<file path="src/rtl/switch_scheduler.sv">
// Crossbar scheduler for the 4-port switch: round-robin allocation with all-or-nothing
// multicast and age-based starvation override, issuing pop grants then output-mux selects.
module switch_scheduler #(
  parameter int NUM_PORTS    = 4,
  parameter int ADDR_WIDTH   = 4,
  parameter int AGE_WIDTH    = 4,
  parameter int STARVE_LIMIT = 8
) (
  input  logic                             clk,
  input  logic                             rst_n,
  input  logic [NUM_PORTS-1:0]             port_reqs,
  input  logic [NUM_PORTS*ADDR_WIDTH-1:0]  dst_bus,
  input  logic                             cfg_enable,
  output logic [NUM_PORTS-1:0]             grant_bus,
  output logic [NUM_PORTS*2-1:0]           mux_sel_bus,
  output logic [NUM_PORTS-1:0]             active_bus,
  output logic                             err_null_dst
);

  localparam int SEL_W = $clog2(NUM_PORTS);

  logic [ADDR_WIDTH-1:0] dst       [NUM_PORTS];
  logic [AGE_WIDTH-1:0]  age       [NUM_PORTS];
  logic [NUM_PORTS-1:0]  elig;
  logic [NUM_PORTS-1:0]  starving;
  logic [NUM_PORTS-1:0]  normal;
  logic [NUM_PORTS-1:0]  null_dst;
  logic [SEL_W-1:0]      rr_ptr;

  logic [NUM_PORTS-1:0]  grant_nxt;
  logic [ADDR_WIDTH-1:0] claimed;
  logic [SEL_W-1:0]      own_nxt   [ADDR_WIDTH];
  logic [SEL_W-1:0]      idx;
  logic [SEL_W-1:0]      first_idx;
  logic                  first_found;
  logic                  cand;

  logic [ADDR_WIDTH-1:0] vld_p0;
  logic [SEL_W-1:0]      own_p0    [ADDR_WIDTH];

  function automatic logic [AGE_WIDTH-1:0] sat_inc(input logic [AGE_WIDTH-1:0] a);
    return (&a) ? a : a + AGE_WIDTH'(1);
  endfunction

  // A pending pop makes an input ineligible: its request/mask still describe the popped head.
  always_comb begin
    for (int i = 0; i < NUM_PORTS; i++) begin
      dst[i]      = dst_bus[i*ADDR_WIDTH +: ADDR_WIDTH];
      null_dst[i] = (dst[i] == '0);
      elig[i]     = port_reqs[i] && !null_dst[i] && !grant_bus[i];
      starving[i] = elig[i] && (age[i] >= AGE_WIDTH'(STARVE_LIMIT));
      normal[i]   = elig[i] && !starving[i];
    end
  end

  // Two passes from rr_ptr: starving class, then normal class. Each input lives in one class.
  always_comb begin
    grant_nxt   = '0;
    claimed     = '0;
    idx         = '0;
    first_idx   = '0;
    first_found = 1'b0;
    cand        = 1'b0;
    for (int o = 0; o < ADDR_WIDTH; o++) own_nxt[o] = '0;
    for (int k = 0; k < 2*NUM_PORTS; k++) begin
      idx  = rr_ptr + k[SEL_W-1:0];
      cand = (k < NUM_PORTS) ? starving[idx] : normal[idx];
      if (cfg_enable && cand && ((dst[idx] & claimed) == '0)) begin
        grant_nxt[idx] = 1'b1;
        claimed        = claimed | dst[idx];
        for (int o = 0; o < ADDR_WIDTH; o++) begin
          if (dst[idx][o]) own_nxt[o] = idx;
        end
        if (!first_found) begin
          first_found = 1'b1;
          first_idx   = idx;
        end
      end
    end
  end

  // ---- stage p0: pop grant, claim record, ages, round-robin pointer ----
  always_ff @(posedge clk or negedge rst_n) begin
    if (!rst_n) begin
      grant_bus    <= '0;
      vld_p0       <= '0;
      rr_ptr       <= '0;
      err_null_dst <= 1'b0;
      for (int i = 0; i < NUM_PORTS; i++) age[i] <= '0;
    end else begin
      grant_bus    <= grant_nxt;
      vld_p0       <= claimed;
      err_null_dst <= |(port_reqs & ~grant_bus & null_dst);
      if (|grant_nxt) rr_ptr <= first_idx + SEL_W'(1);
      for (int i = 0; i < NUM_PORTS; i++) begin
        if (grant_nxt[i] || !port_reqs[i]) begin
          age[i] <= '0;
        end else if (cfg_enable && elig[i]) begin
          age[i] <= sat_inc(age[i]);
        end
      end
    end
  end

  always_ff @(posedge clk) begin
    for (int o = 0; o < ADDR_WIDTH; o++) own_p0[o] <= own_nxt[o];
  end

  // ---- stage p1: output-mux selects and active strobes, aligned with popped head data ----
  always_ff @(posedge clk or negedge rst_n) begin
    if (!rst_n) begin
      active_bus  <= '0;
      mux_sel_bus <= '0;
    end else begin
      active_bus <= vld_p0;
      for (int o = 0; o < NUM_PORTS; o++) begin
        mux_sel_bus[o*SEL_W +: SEL_W] <= vld_p0[o] ? own_p0[o] : '0;
      end
    end
  end

endmodule

</file>
<file path="config.mk">
export PLATFORM = sky130hd
export DESIGN_NAME = switch_scheduler
export DESIGN_NICKNAME = d
export VERILOG_FILES = /design/src/rtl/switch_scheduler.sv
export SDC_FILE = /design/constraint.sdc
export NUM_CORES = 1
export LEC_CHECK = 0
export BUFFER_PORTS_ARGS = -buffer_cell sky130_fd_sc_hd__buf_2
export CAP_MARGIN = 30
export CORE_MARGIN = 4
export CORE_UTILIZATION = 30
export DETAILED_ROUTE_END_ITERATION = 12
export PLACE_DENSITY = 0.48
export SETUP_SLACK_MARGIN = 0.05
export SLEW_MARGIN = 20
export SYNTH_ARGS = -nofsm -noshare
export SYNTH_HDL_FRONTEND = slang
export SYNTH_SLANG_ARGS = --single-unit
</file>
<file path="constraint.sdc">
create_clock -name clk -period 5.4 [get_ports clk]
set_clock_uncertainty 0.2 [all_clocks]
set_input_delay 1.62 -clock clk [delete_from_list [all_inputs] [get_ports clk]]
set_output_delay 1.62 -clock clk [all_outputs]
set_load 0.02 [all_outputs]
</file>
# Word level (Yosys, flattened, before mapping)
# Memories as Yosys holds them, arrays and structs flattened.
# Cells that the tools add are included.
# word_totals
regBits,39
ramBits,8
out_inout_bits,17
wordCells,281
mem_count,1
# classes
addsub,8
n_lt_le_gt_ge,16
n_eq_ne,4
mux,130
bitwise_logic,28
reduce_logical,84
# memory_table
name,words,width,read_ports,rd_clocked_by_memory_dff,write_ports,line_no,rtl
own_p0,4,2,4,0,4,39,logic [SEL_W-1:0] own_p0 [ADDR_WIDTH];
# op_table
operator,n
4-bit 2-to-1 mux,36
2-bit 2-to-1 mux,51
8-bit 2-to-1 mux,8
4-bit OR,14
4-bit logical NOT,11
1-bit logical AND,39
4-bit AND,9
4-bit binary-select mux with 2-bit select,4
1-bit 2-to-1 mux,19
4-bit by 1-bit adder with 4-bit output (second input constant),4
1-bit binary-select mux with 2-bit select,8
4-bit greater-or-equal comparator (second input constant),4
1-bit logical NOT,16
4-bit AND reduction,4
3-bit greater-or-equal comparator (second input constant),4
2-bit by 3-bit < comparator with 1-bit output (second input constant),4
2-bit NOT with 3-bit output,4
1-bit demux with 2-bit select,4
2-bit by 1-bit greater-or-equal comparator with 1-bit output (second input constant),4
2-bit inequality test (second input constant),4
2-bit AND reduction,4
2-bit nonzero test,4
4-bit OR reduction,2
2-bit by 1-bit adder with 2-bit output (second input constant),2
3 further kinds,7

# Logic depth before layout (Yosys ltp)
# Gate-level depths: netlist of run 1.
# logic_depth
ltp_word,40
depth_mapped,23
ltp_nobuf,17

# Least setup slack after synthesis of run 1
# Ideal clock, no wire load.
# synth_timing
kind,input to register
from,input dst_bus[12]
to,register rr_ptr[0]
t_arrival_ns,5.564
required_ns,5.058
slack_ns,-0.506
stages,18
path_buffers,3
cell_sequence,buf_6 -> or4_4 -> and4_4 -> o211a_4 -> or2_4 -> a32o_1 -> a32oi_2 -> nand4_1 -> a21bo_2 -> a311o_1 -> buf_6 -> o311ai_2 -> a221oi_2 -> and2_1 -> buf_6 -> a21oi_2 -> or3b_1 -> mux2i_1
# synth_via
elab_chain_len,38
word_cells_on_any_way,116
# synth_lines
item,line_no,rtl
"start, declared",12,"input logic [NUM_PORTS*ADDR_WIDTH-1:0] dst_bus,"
4-bit logical NOT,49,null_dst[i] = (dst[i] == '0);
1-bit logical NOT,50,elig[i] = port_reqs[i] && !null_dst[i] && !grant_bus[i];
1-bit logical AND (2 in series),50,
1-bit logical AND,51,starving[i] = elig[i] && (age[i] >= AGE_WIDTH'(STARVE_LIMIT));
1-bit binary-select mux with 2-bit select,n/a,
1-bit 2-to-1 mux (implied by the code),67,cand = (k < NUM_PORTS) ? starving[idx] : normal[idx];
1-bit logical AND,68,if (cfg_enable && cand && ((dst[idx] & claimed) == '0)) begin
4-bit 2-to-1 mux,68,
(+21 left out),n/a,
4-bit logical NOT,68,
1-bit logical AND,68,
4-bit 2-to-1 mux,68,
4-bit AND,68,
4-bit logical NOT,68,
1-bit logical AND,68,
2-bit 2-to-1 mux / 4-bit 2-to-1 mux (equally long branches),68,
2-bit by 1-bit adder with 2-bit output / 4-bit OR reduction (equally long branches),94,if (|grant_nxt) rr_ptr <= first_idx + SEL_W'(1);
"end signal, assigned",94,
"end, declared",28,logic [SEL_W-1:0] rr_ptr;
# Several ways; a longest one is shown, not always the timed one. The select of a mux whose other input is x is not followed.
# A chain may end at the register's enable or synchronous reset.

# Worst setup path in the final report of run 1
# layout_timing
from,input dst_bus[15]
to,register rr_ptr[0]
# layout_via
elab_chain_len,38
word_cells_on_any_way,116
# layout_lines
item,line_no,rtl
4-bit logical NOT,49,
1-bit logical NOT,50,
1-bit logical AND (2 in series),50,
1-bit logical AND,51,
1-bit binary-select mux with 2-bit select,n/a,
1-bit 2-to-1 mux (implied by the code),67,
1-bit logical AND,68,
4-bit 2-to-1 mux,68,
(+22 left out),n/a,
1-bit logical AND,68,
4-bit 2-to-1 mux,68,
4-bit AND,68,
4-bit logical NOT,68,
1-bit logical AND,68,
4-bit 2-to-1 mux (*),68,
net grant_nxt[2],30,logic [NUM_PORTS-1:0] grant_nxt;
4-bit OR reduction (*),94,
# The timed path passes the listed nets; every way through them passes the cells marked *. The select of a mux whose other input is x is not followed.

==> impl_results.rst, run 1 <==
.. list-table::
   :header-rows: 1

   * - Metric
     - Value
   * - Outcome
     - complete, but fails checks
   * - Failing checks
     - setup timing
   * - Post-route setup slack
     - -0.5763 ns
   * - Most common cell after layout, fill and taps aside
     - buf_4
   * - Die ar.
     - 17180 um2
   * - Insertion delay of the later-clocked pin in the worst-skew pair
     - around 0.30 ns
   * - Placed cell count
     - roughly 890
   * - Share of layout cells above drive strength 1
     - 0.5007
   * - Total clock buffers created by CTS
     - 5
   * - Number of global-route vias before repair
     - roughly 5200
   * - Number of vias after detailed routing
     - roughly 5300
   * - GR Util All Layers
     - 0.2201
   * - Share of flip-flops with an asynchronous set or reset after synthesis
     - 0.8298
   * - Syn Inst Count
     - 531
   * - Clock transition at the registers of the reported paths
     - 0.07 ns
   * - Starting DRT DRC Count
     - 465
   * - TritonCTS clock tree
     - yes
   * - Max-cap violation count
     - 0
   * - Class of the tightest hold or removal check
     - flop to flop
   * - Distinct cells, synth
     - slightly above 90
   * - Final cell count without fillers
     - ~900
   * - Cell area after technology mapping
     - around 4500 um2
   * - Net count reported at finish
     - 776
   * - Count of boundary I/O pins
     - 40
   * - Worst Setup Slack post-DPL
     - -0.9927 ns
   * - Routed WL per cell
     - 20.47 um
   * - Worst slew margin
     - 0.6330
   * - Number of synthesized register bits
     - 47
   * - Detailed Routing Iterations Pass 1
     - 5
   * - Final cycle utilization of the critical path
     - 1.107
   * - Worst Setup Start Kind
     - primary input
   * - Via density per instance
     - 5.696
   * - Leakage power of the design
     - 3.192 nW
   * - Power density cells
     - between 500 and 600 nW/um2
   * - Maximum fanout along the worst path
     - 6
   * - Drt drc
     - 0
   * - Setup violators final
     - 34
   * - Wire length after detailed routing
     - 18.94 mm
   * - Peak clock frequency supported by timing
     - 0.1673 GHz
   * - H-tree level count
     - 2
   * - Residual antenna-violating net count after detailed routing
     - 0
   * - Most used DFF post-synth
     - dfrtp_1
   * - Vertical extent of the die
     - between 100 and 150 um
   * - CP Data Arrival Time
     - about 5.9 ns
   * - Hold_buf cts
     - 0
   * - Wire length of the first global-routing pass
     - slightly below 30 mm
   * - Core region area
     - about 15000 um2
   * - GP Congestion
     - 0.9900
   * - Port Buf Inserts
     - 39
   * - Area Growth Syn to Fin
     - 56.06%
   * - Final HPWL from detailed placement
     - approximately 15 mm
   * - Critical path capture point type
     - flop
   * - Antenna Cells
     - 0
   * - Warnings from Yosys
     - 0
   * - Mean cell area of the mapped netlist
     - around 8.6 um2
   * - Max Transition Viols Final
     - 0
   * - Total congestion overflow
     - 0
   * - Critical path, cell by cell
     - buf_6 -> or4_4 -> and4_4 -> o211a_4 -> or2_4 -> a32o_2 -> a32oi_4 -> nand4_1 -> a21bo_2 -> a311o_2 -> o311ai_4 -> a221oi_4 -> buf_6 -> a21oi_4 -> o221ai_2 -> or3b_4 -> mux2i_2
   * - Critical path class
     - primary input to flop
   * - EDFF count, synth
     - 0
   * - Cell type of the slowest stage on the worst timing path
     - or4_4
   * - Antenna violations before repair
     - 0
   * - Horiz. Die Dim
     - around 130 um
   * - Mapped Nets
     - 567
   * - Largest voltage drop on the vdd net
     - between 0.0002 and 0.0003 V
   * - Slowest cell delay on critical path
     - between 0.5 and 0.6 ns
   * - Leading cell types in the layout, fill and taps excluded
     - buf_4 (177), nand2_1 (55), dfrtp_1 (39)
   * - Effective utilization at floorplan
     - 0.3092
   * - Sequential fraction of the synthesis area
     - 0.2500
   * - Cell type with the highest occurrence count on the critical path
     - buf_6
   * - Minimum clock period after layout
     - approximately 6.0 ns
   * - Unrepaired setup endpoints after global routing
     - yes
   * - Required @ worst endpoint
     - between 5 and 6 ns
   * - Clock tree buffer depth
     - 2
   * - Pin count of the biggest net entering global routing
     - 40
   * - Final hold viol count
     - 0
   * - Sinks on Clock Net
     - 47
   * - Number of placement rows
     - between 40 and 50
   * - Clock root buffer
     - clkbuf_16
   * - Transition time of the tightest slew-check pin
     - 0.5448 ns
==> final timing paths <==
check | slack, ns | endpoint | cells after the start | start
min in group asynchronous | 0.98 | mux_sel_bus[6]$_DFF_PN0_ | 1 | rst_n
hold reg to reg | 0.19 | active_bus[3]$_DFF_PN0_ | 0 | vld_p0[3]$_DFF_PN0_
setup / recovery | -0.58 | rr_ptr[0]$_DFFE_PN0P_ | 17 | dst_bus[15]
hold / removal | 0.19 | active_bus[3]$_DFF_PN0_ | 0 | vld_p0[3]$_DFF_PN0_
max in group asynchronous | 3.56 | age[5]$_DFFE_PN0P_ | 2 | rst_n
setup reg to reg | 0.04 | rr_ptr[0]$_DFFE_PN0P_ | 19 | rr_ptr[1]$_DFFE_PN0P_
==> metal layers <==
metal | routed length [um] | vias up | global-route usage
li1 | - | 2448 | -
met1 | 8505 | 2625 | 0.2944
met4 | 408 | 0 | 0.06231
met5 | 0 | - | 0
met2 | 9059 | 162 | 0.3722
met3 | 961 | 34 | 0.02917
==> synthesized netlist by cell type (5+ instances only) <==
library cell	n	share of area
or2_2	6	0.0083
nor3_1	19	0.021
a221oi_1	14	0.027
nand3_1	14	0.015
o21ai_0	21	0.023
mux4_2	14	0.069
xnor2_1	8	0.015
a21oi_1	23	0.025
a31oi_1	8	0.011
clkbuf_1	10	0.0083
nand4_1	8	0.011
a31o_2	6	0.012
nor2_1	46	0.038
dfxtp_1	8	0.035
mux2i_1	12	0.026
and2_1	16	0.022
inv_1	22	0.018
ha_1	13	0.036
a22oi_1	5	0.0083
o211ai_1	7	0.012
a22o_1	5	0.0096
nand2b_1	10	0.014
mux2_2	8	0.020
buf_2	5	0.0055
buf_4	5	0.0083
nand2_1	60	0.050
dfrtp_1	39	0.21
==> state kept, by name (all words and copies together), names as in the netlist <==
| register | count |
|---|---|
| age | 16 |
| mux_sel_bus | 8 |
| own_p0 | 8 |
| active_bus | 4 |
| grant_bus | 4 |
| vld_p0 | 4 |
| rr_ptr | 2 |
| err_null_dst | 1 |
==> critical path: cells and delay by family <==
kind / cells / cell delay, ns
buffers and inverters: 2 / 0.24
and+or+nand+nor: 5 / 1.63
AOI/OAI and AO/OA: 9 / 2.25
muxes: 1 / 0.17
==> report_power, final <==
part	leakage, nW	switching [W]	internal [W]	total (W)
Combinational	2.51	0.00178	0.00156	0.00334
Sequential	0.587	0.0000400	0.000449	0.000489
Clock	0.0959	0.000151	0.000269	0.000419
==> per-stage QoR <==
stage                     utilization  area, um2  hold WS, ns  power, W  setup TNS, ns
after floorplan                     -       4631       0.1587  0.002057         -2.376
after global placement         0.4139       6083       0.1683  0.003189         -28.72
after detailed placement       0.4139       6083       0.1827  0.003204         -29.03
after CTS                      0.4623       6795       0.1996  0.004009         -7.963
after global routing           0.4825       7092       0.2066  0.004486         -15.94
final                          0.4825       7092       0.1932  0.004248         -12.47
==> cell type report <==
class,instances,area [um2]
multi-input combinational,433,3705
tap,184,230.2
clock inverter,3,71.32
fill,1388,7607
clock buffer,5,125.1
sequential,47,1136
inverter,25,95.09
timing repair buffer,228,1729
==> repair_timing <==
item,4_1_cts,5_1_grt
hold endpoints to repair,0,0
pin swaps,49,38
endpoints found under the setup margin,34,34
gates resized for setup,72,46
gates cloned,0,0
buffers inserted,18,13
==> cell families (layout without fill, tap and decap cells) <==
logic type,count (synthesis),count (layout),synth area share
xor+xnor,8,8,0.01542
simple gates,217,217,0.2459
compound gates,161,161,0.2828
mux,34,34,0.1156
fa+ha+maj,13,13,0.03579
flops,47,47,0.2500
buf+inv,51,261,0.05452
(Power assumes the default switching activity.)
==> run 2: changes to the inputs <==
==> constraint.sdc (replaced) <==
create_clock -name clk -period 5.4 [get_ports clk]
set_clock_uncertainty 0.2 [all_clocks]
set_input_delay 1.08 -clock clk [delete_from_list [all_inputs] [get_ports clk]]
set_output_delay 1.08 -clock clk [all_outputs]
set_load 0.02 [all_outputs]
==> impl_results.rst, run 2 (synthesized netlist as in run 1, its figures left out) <==
.. list-table::
   :header-rows: 1

   * - Metric
     - Value
   * - Transition time of the tightest slew-check pin
     - 0.7430 ns
   * - Antenna violations before repair
     - 0
   * - Total clock buffers created by CTS
     - 5
   * - GR Util All Layers
     - 0.2311
   * - Maximum fanout along the worst path
     - 5
   * - Kind of cell adding the most delay to the critical path
     - compound AO/OA/AOI/OAI gates
   * - Largest registers
     - age: 16 flops, mux_sel_bus: 8 flops, own_p0: 8 flops
   * - Detailed Routing Iterations Pass 1
     - 6
   * - TritonCTS clock tree
     - yes
   * - Placed Instance Area
     - a little under 6000 um2
   * - Core region area
     - 14700 um2
   * - Number of filler instances in the final layout
     - between 1000 and 1500
   * - Most common cell after layout, fill and taps aside
     - buf_4
   * - Post-route setup slack
     - -0.04034 ns
   * - Number of global-route vias before repair
     - approximately 5200
   * - Leading cell types in the layout, fill and taps excluded
     - buf_4 (159), nand2_1 (56), nor2_1 (45)
   * - Routed WL per cell
     - roughly 21 um
   * - Via density per instance
     - roughly 5.7
   * - Minimum clock period after layout
     - approximately 5.4 ns
   * - Die ar.
     - around 17000 um2
   * - Net count reported at finish
     - between 700 and 800
   * - Critical path class
     - primary input to flop
   * - H-tree level count
     - 2
   * - Multi-input combinational cell area
     - 3769 um2
   * - Pin count of the biggest net entering global routing
     - 40
   * - Sinks on Clock Net
     - 47
   * - Slowest cell delay on critical path
     - around 0.57 ns
   * - Effective utilization at floorplan
     - 0.3092
   * - Unrepaired setup endpoints after global routing
     - yes
   * - Leakage power of the design
     - between 3 and 4 nW
   * - Post-route cell area
     - 7079 um2
   * - Setup violators final
     - 2
   * - Final core utilization
     - 0.4816
   * - Cell type with the highest occurrence count on the critical path
     - buf_6
   * - Top reg by flops
     - age
   * - Failing checks
     - setup timing
   * - Required @ worst endpoint
     - around 5.4 ns
   * - Count of boundary I/O pins
     - 40
   * - Insertion delay of the later-clocked pin in the worst-skew pair
     - 0.30 ns
   * - Worst Setup Slack post-DPL
     - -0.7326 ns
   * - Final cycle utilization of the critical path
     - 1.007
   * - Wire length of the first global-routing pass
     - a little over 30 mm
   * - Peak clock frequency supported by timing
     - 0.1838 GHz
   * - Number of placement rows
     - 44
   * - Combined flip-flop and latch cell area
     - between 1000 and 1500 um2
   * - Worst Setup Start Kind
     - primary input
   * - Final HPWL from detailed placement
     - approximately 15 mm
   * - Worst slew margin
     - 0.4994
   * - Drt drc
     - 0
   * - Horiz. Die Dim
     - ~130 um
   * - Outcome
     - complete, but fails checks
   * - Max Transition Viols Final
     - 0
   * - Vertical extent of the die
     - 131.1 um
   * - Max FFs per register
     - 16
   * - Largest voltage drop on the vdd net
     - 0.0003924 V
   * - Critical path, cell by cell
     - buf_6 -> nor4_4 -> or4b_4 -> a211oi_4 -> buf_6 -> o21ai_4 -> a32o_2 -> a32oi_4 -> nand4_1 -> a21bo_2 -> a311o_1 -> buf_6 -> o311ai_4 -> a221oi_4 -> buf_6 -> a21oi_4 -> o221ai_4 -> or3b_4 -> a31oi_4
   * - Clock transition at the registers of the reported paths
     - approximately 0.060 ns
   * - Wire length after detailed routing
     - slightly below 20 mm
   * - Residual antenna-violating net count after detailed routing
     - 0
   * - Share of layout cells above drive strength 1
     - 0.4952
   * - Clock tree buffer depth
     - 2
   * - Starting DRT DRC Count
     - around 450
   * - Area Growth Syn to Fin
     - 55.78%
   * - CP Data Arrival Time
     - ~5.5 ns
   * - GP Congestion
     - 0.9882
   * - Number of vias after detailed routing
     - slightly above 5000
   * - Clock root buffer
     - clkbuf_16
   * - Class of the tightest hold or removal check
     - flop to flop
   * - Final hold viol count
     - 0
   * - Worst-case hold slack
     - roughly 0.19 ns
   * - Critical path capture point type
     - flop
   * - Cell type of the slowest stage on the worst timing path
     - or4b_4
   * - Max-cap violation count
     - 0
   * - Port Buf Inserts
     - 39
   * - WP buf/inv
     - 4
   * - Power density cells
     - between 500 and 600 nW/um2
   * - Total congestion overflow
     - 0
   * - Antenna Cells
     - 0
-- run 2: cell types whose count changed in the layout (fill, tap and decap cells not counted), sizes merged --
cell    delta
buf       -10
bufinv     -2
clkbuf     +2
-- run 2: cell type report --
type                       instances  share of cell area
multi-input combinational        433              0.5323
timing repair buffer             218              0.2391
sequential                        47              0.1607
tap                              184             0.03252
clock buffer                       7             0.02015
inverter                          25             0.01396
clock inverter                     1            0.001237
-- run 2: power by group --
group | total, W | leakage [nW] | internal [W] | switching, W
Sequential | 0.000488 | 0.586 | 0.000450 | 0.0000386
Clock | 0.000319 | 0.0741 | 0.000185 | 0.000133
Combinational | 0.00340 | 2.47 | 0.00156 | 0.00185
Total | 0.00421 | 3.13 | 0.00219 | 0.00202
-- run 2: final timing paths --
check / end / cells past startpoint / slack [ns] / start
max reg2reg: rr_ptr[1]$_DFFE_PN0P_ / 21 / 0.14 / rr_ptr[0]$_DFFE_PN0P_
max in group asynchronous: rr_ptr[0]$_DFFE_PN0P_ / 2 / 4.05 / rst_n
min: active_bus[0]$_DFF_PN0_ / 0 / 0.19 / vld_p0[0]$_DFF_PN0_
min in group asynchronous: mux_sel_bus[7]$_DFF_PN0_ / 1 / 0.47 / rst_n
min reg2reg: active_bus[0]$_DFF_PN0_ / 0 / 0.19 / vld_p0[0]$_DFF_PN0_
max: rr_ptr[1]$_DFFE_PN0P_ / 19 / -0.04 / dst_bus[8]
-- run 2: metal layers --
layer / part of all wire / vias up / GRT usage
li1: - / 2431 / -
met1: 0.44 / 2557 / 0.3143
met2: 0.47 / 152 / 0.3805
met3: 0.060 / 31 / 0.04335
met4: 0.026 / 0 / 0.05445
met5: 0 / - / 0
-- run 2: per-stage QoR --
| step | instances | TNS, ns | power [W] |
|---|---|---|---|
| finish | 915 | -0.07594 | 0.004208 |
| global route | 915 | -1.111 | 0.004483 |
| CTS | 902 | -0.04488 | 0.003795 |
| detailed placement | 880 | -17.95 | 0.003225 |
| global placement | 880 | -17.37 | 0.003229 |
| floorplan | 531 | 0 | 0.002017 |
-- run 2: what timing repair did --
item,4_1_cts,5_1_grt
pin swaps,29,46
setup endpoints to repair,33,31
resized for setup,49,103
hold buffers,0,0
buffers inserted,14,12
-- run 2: worst reg2reg max path: stages (launching register included) --
cell and delay (ns):
dfrtp_2 0.38, buf_4 0.15, buf_6 0.24, nand2_1 0.11, or3_4 0.42, a211oi_4 0.31
buf_4 0.18, buf_4 0.13, o21ai_4 0.07, a32o_2 0.30, a32oi_4 0.22, nand4_1 0.21
a21bo_2 0.26, a311o_1 0.41, buf_6 0.15, o311ai_4 0.32, a221oi_4 0.08, buf_6 0.16
a21oi_4 0.14, o221ai_4 0.15, or3b_4 0.43, a31oi_4 0.19
==> run 3: changes to the inputs <==
PLACE_DENSITY = 0.51   (was 0.48)
==> impl_results.rst, run 3 (synthesized netlist as in run 1, its figures left out) <==
.. list-table::
   :header-rows: 1

   * - Metric
     - Value
   * - Net switching power of the design
     - 0.001899 W
   * - Kind of cell adding the most delay to the critical path
     - compound AO/OA/AOI/OAI gates
   * - Unrepaired setup endpoints after global routing
     - yes
   * - Max-cap violation count
     - 0
   * - Setup total negative slack
     - -0.4746 ns
   * - Clock root buffer
     - clkbuf_16
   * - Drt drc
     - 0
   * - Number of filler instances in the final layout
     - 1429
   * - Port Buf Inserts
     - 39
   * - Minimum clock period after layout
     - about 5.5 ns
   * - Wire length of the first global-routing pass
     - approximately 28 mm
   * - Final HPWL from detailed placement
     - around 14 mm
   * - Part of the total power dissipated in sequential elements
     - 0.125
   * - CP Data Arrival Time
     - 5.53 ns
   * - Total clock buffers created by CTS
     - 5
   * - Outcome
     - complete, but fails checks
   * - GR Util All Layers
     - 0.2105
   * - Residual antenna-violating net count after detailed routing
     - 0
   * - Net count reported at finish
     - approximately 740
   * - Peak clock frequency supported by timing
     - roughly 0.18 GHz
   * - Die ar.
     - approximately 17000 um2
   * - Starting DRT DRC Count
     - 376
   * - Via density per instance
     - slightly below 6
   * - Transition time of the tightest slew-check pin
     - 0.5035 ns
   * - Worst Setup Start Kind
     - primary input
   * - Area Growth Syn to Fin
     - 45.73%
   * - Insertion delay of the later-clocked pin in the worst-skew pair
     - about 0.30 ns
   * - Power density cells
     - 589.5 nW/um2
   * - Class of the tightest hold or removal check
     - flop to flop
   * - Antenna Cells
     - 0
   * - Share of total power in combinational logic
     - 0.794
   * - Count of boundary I/O pins
     - 40
   * - Critical path, cell by cell
     - buf_6 -> or4_4 -> and4_4 -> o211a_4 -> or2_4 -> a32o_2 -> a32oi_4 -> nand4_1 -> a21bo_2 -> a311o_2 -> buf_6 -> o21ai_1 -> buf_4 -> buf_4 -> o211ai_1 -> a21oi_2 -> or3b_4 -> a31oi_2
   * - Worst-case hold slack
     - ~0.19 ns
   * - Largest registers
     - age: 16 flops, mux_sel_bus: 8 flops, own_p0: 8 flops
   * - Cell type of the slowest stage on the worst timing path
     - or4_4
   * - Routed WL per cell
     - 20.71 um
   * - GP Congestion
     - approximately 1
   * - Antenna violations before repair
     - 1
   * - Share of layout cells above drive strength 1
     - 0.4601
   * - Leakage power of the design
     - 2.925 nW
   * - Number of vias after detailed routing
     - about 5100
   * - Failing checks
     - setup timing
   * - H-tree level count
     - 2
   * - Critical path capture point type
     - flop
   * - Final cycle utilization of the critical path
     - 1.022
   * - Cell Int Power
     - ~0.0020 W
   * - Largest voltage drop on the vdd net
     - 0.0002447 V
   * - Vertical extent of the die
     - between 100 and 150 um
   * - Clock network fraction of total power
     - 0.081
   * - Post-route setup slack
     - -0.1209 ns
   * - Detailed Routing Iterations Pass 1
     - 5
   * - Worst slew margin
     - 0.6590
   * - Worst Setup Slack post-DPL
     - -0.4843 ns
   * - Final hold viol count
     - 0
   * - Max Transition Viols Final
     - 0
   * - Most common cell after layout, fill and taps aside
     - buf_4
   * - WP buf/inv
     - 4
   * - Wire length after detailed routing
     - ~18 mm
   * - Core region area
     - about 15000 um2
   * - Number of placement rows
     - 44
   * - Setup violators final
     - 6
   * - Sinks on Clock Net
     - 47
   * - Number of global-route vias before repair
     - between 5000 and 6000
   * - Horiz. Die Dim
     - around 130 um
   * - Clock transition at the registers of the reported paths
     - about 0.060 ns
   * - Pin count of the biggest net entering global routing
     - 40
   * - Leading cell types in the layout, fill and taps excluded
     - buf_4 (141), nand2_1 (57), nor2_1 (39)
   * - Maximum fanout along the worst path
     - 7
   * - Total congestion overflow
     - 0
   * - TritonCTS clock tree
     - yes
   * - Tot Pwr
     - 0.003904 W
   * - Clock tree buffer depth
     - 2
   * - Slowest cell delay on critical path
     - 0.57 ns
   * - Max FFs per register
     - 16
   * - Required @ worst endpoint
     - 5.41 ns
   * - Switching share of power
     - 0.4864
   * - Critical path class
     - primary input to flop
   * - Effective utilization at floorplan
     - 0.3092
   * - Top reg by flops
     - age
==> run 3: cell count changes in the layout (fill, tap and decap cells not counted), moves of 5 or more <==
cell | previous run | this run
buf_4 | 159 | 141
buf_6 | 23 | 7
o21ai_0 | 13 | 19
nor2_1 | 45 | 39
nor2_2 | 1 | 8
a221oi_2 | 4 | 9
==> run 3: metrics by stage <==
stage	util	instances	cell area, um2
2_1_floorplan	-	531	4566
3_3_place_gp	0.3947	858	5802
3_5_place_dp	0.3947	858	5802
4_1_cts	0.4203	877	6178
5_1_grt	0.4505	886	6623
6_report	0.4505	886	6623
==> run 3: worst paths after layout <==
kind / endpoint / slack, ns / cells after the start / start
min reg2reg: active_bus[0]$_DFF_PN0_ / 0.19 / 0 / vld_p0[0]$_DFF_PN0_
max: rr_ptr[1]$_DFFE_PN0P_ / -0.12 / 18 / dst_bus[13]
max in group asynchronous: rr_ptr[0]$_DFFE_PN0P_ / 4.01 / 2 / rst_n
max reg2reg: rr_ptr[1]$_DFFE_PN0P_ / -0.02 / 20 / rr_ptr[1]$_DFFE_PN0P_
min in group asynchronous: mux_sel_bus[3]$_DFF_PN0_ / 0.50 / 1 / rst_n
min: active_bus[0]$_DFF_PN0_ / 0.19 / 0 / vld_p0[0]$_DFF_PN0_
==> run 3: final cells by class <==
type	instances	area, um2	share of cell area
clock buffer	5	125.1	0.01889
clock inverter	3	18.77	0.002834
inverter	25	97.59	0.01474
multi-input combinational	433	3618	0.5464
sequential	47	1137	0.1717
tap	184	230.2	0.03476
timing repair buffer	189	1395	0.2107
==> run 3: timing repair <==
item                       in CTS  in global routing
gates resized for setup        27                 71
pin swaps                      19                 30
setup endpoints to repair      22                 30
hold buffers                    0                  0
setup buffers                  11                  8
==> run 3: worst reg2reg max path: stages (launching register included) <==
cell,delay [ns]
dfrtp_1,0.36
clkinv_2,0.06
ha_2,0.44
buf_6,0.20
mux4_2,0.56
nand2_1,0.14
nand3_2,0.11
o21a_2,0.18
or2_4,0.27
a32oi_4,0.29
nand4_1,0.24
a21bo_2,0.31
a311o_2,0.45
buf_6,0.15
o21ai_1,0.14
buf_4,0.19
buf_4,0.16
o211ai_1,0.12
a21oi_2,0.15
or3b_4,0.41
a31oi_2,0.22
==> run 3: power groups by stage <==
stage / clock [W] / combinational (W) / sequential (W)
floorplan: 0 / 0.00148 / 0.000533
global placement: 0 / 0.00257 / 0.000493
detailed placement: 0 / 0.00257 / 0.000497
CTS: 0.000322 / 0.00275 / 0.000490
global route: 0.000337 / 0.00330 / 0.000502
finish: 0.000316 / 0.00310 / 0.000489
==> run 3: per-layer routing <==
metal | routed length [um] | GRT usage | vias up | share of wire
li1 | - | - | 2361 | -
met1 | 7710 | 0.2841 | 2506 | 0.42
met2 | 8758 | 0.3438 | 227 | 0.48
met3 | 1354 | 0.04052 | 42 | 0.074
met4 | 509 | 0.05929 | 2 | 0.028
met5 | 13 | 0 | - | 0.00071
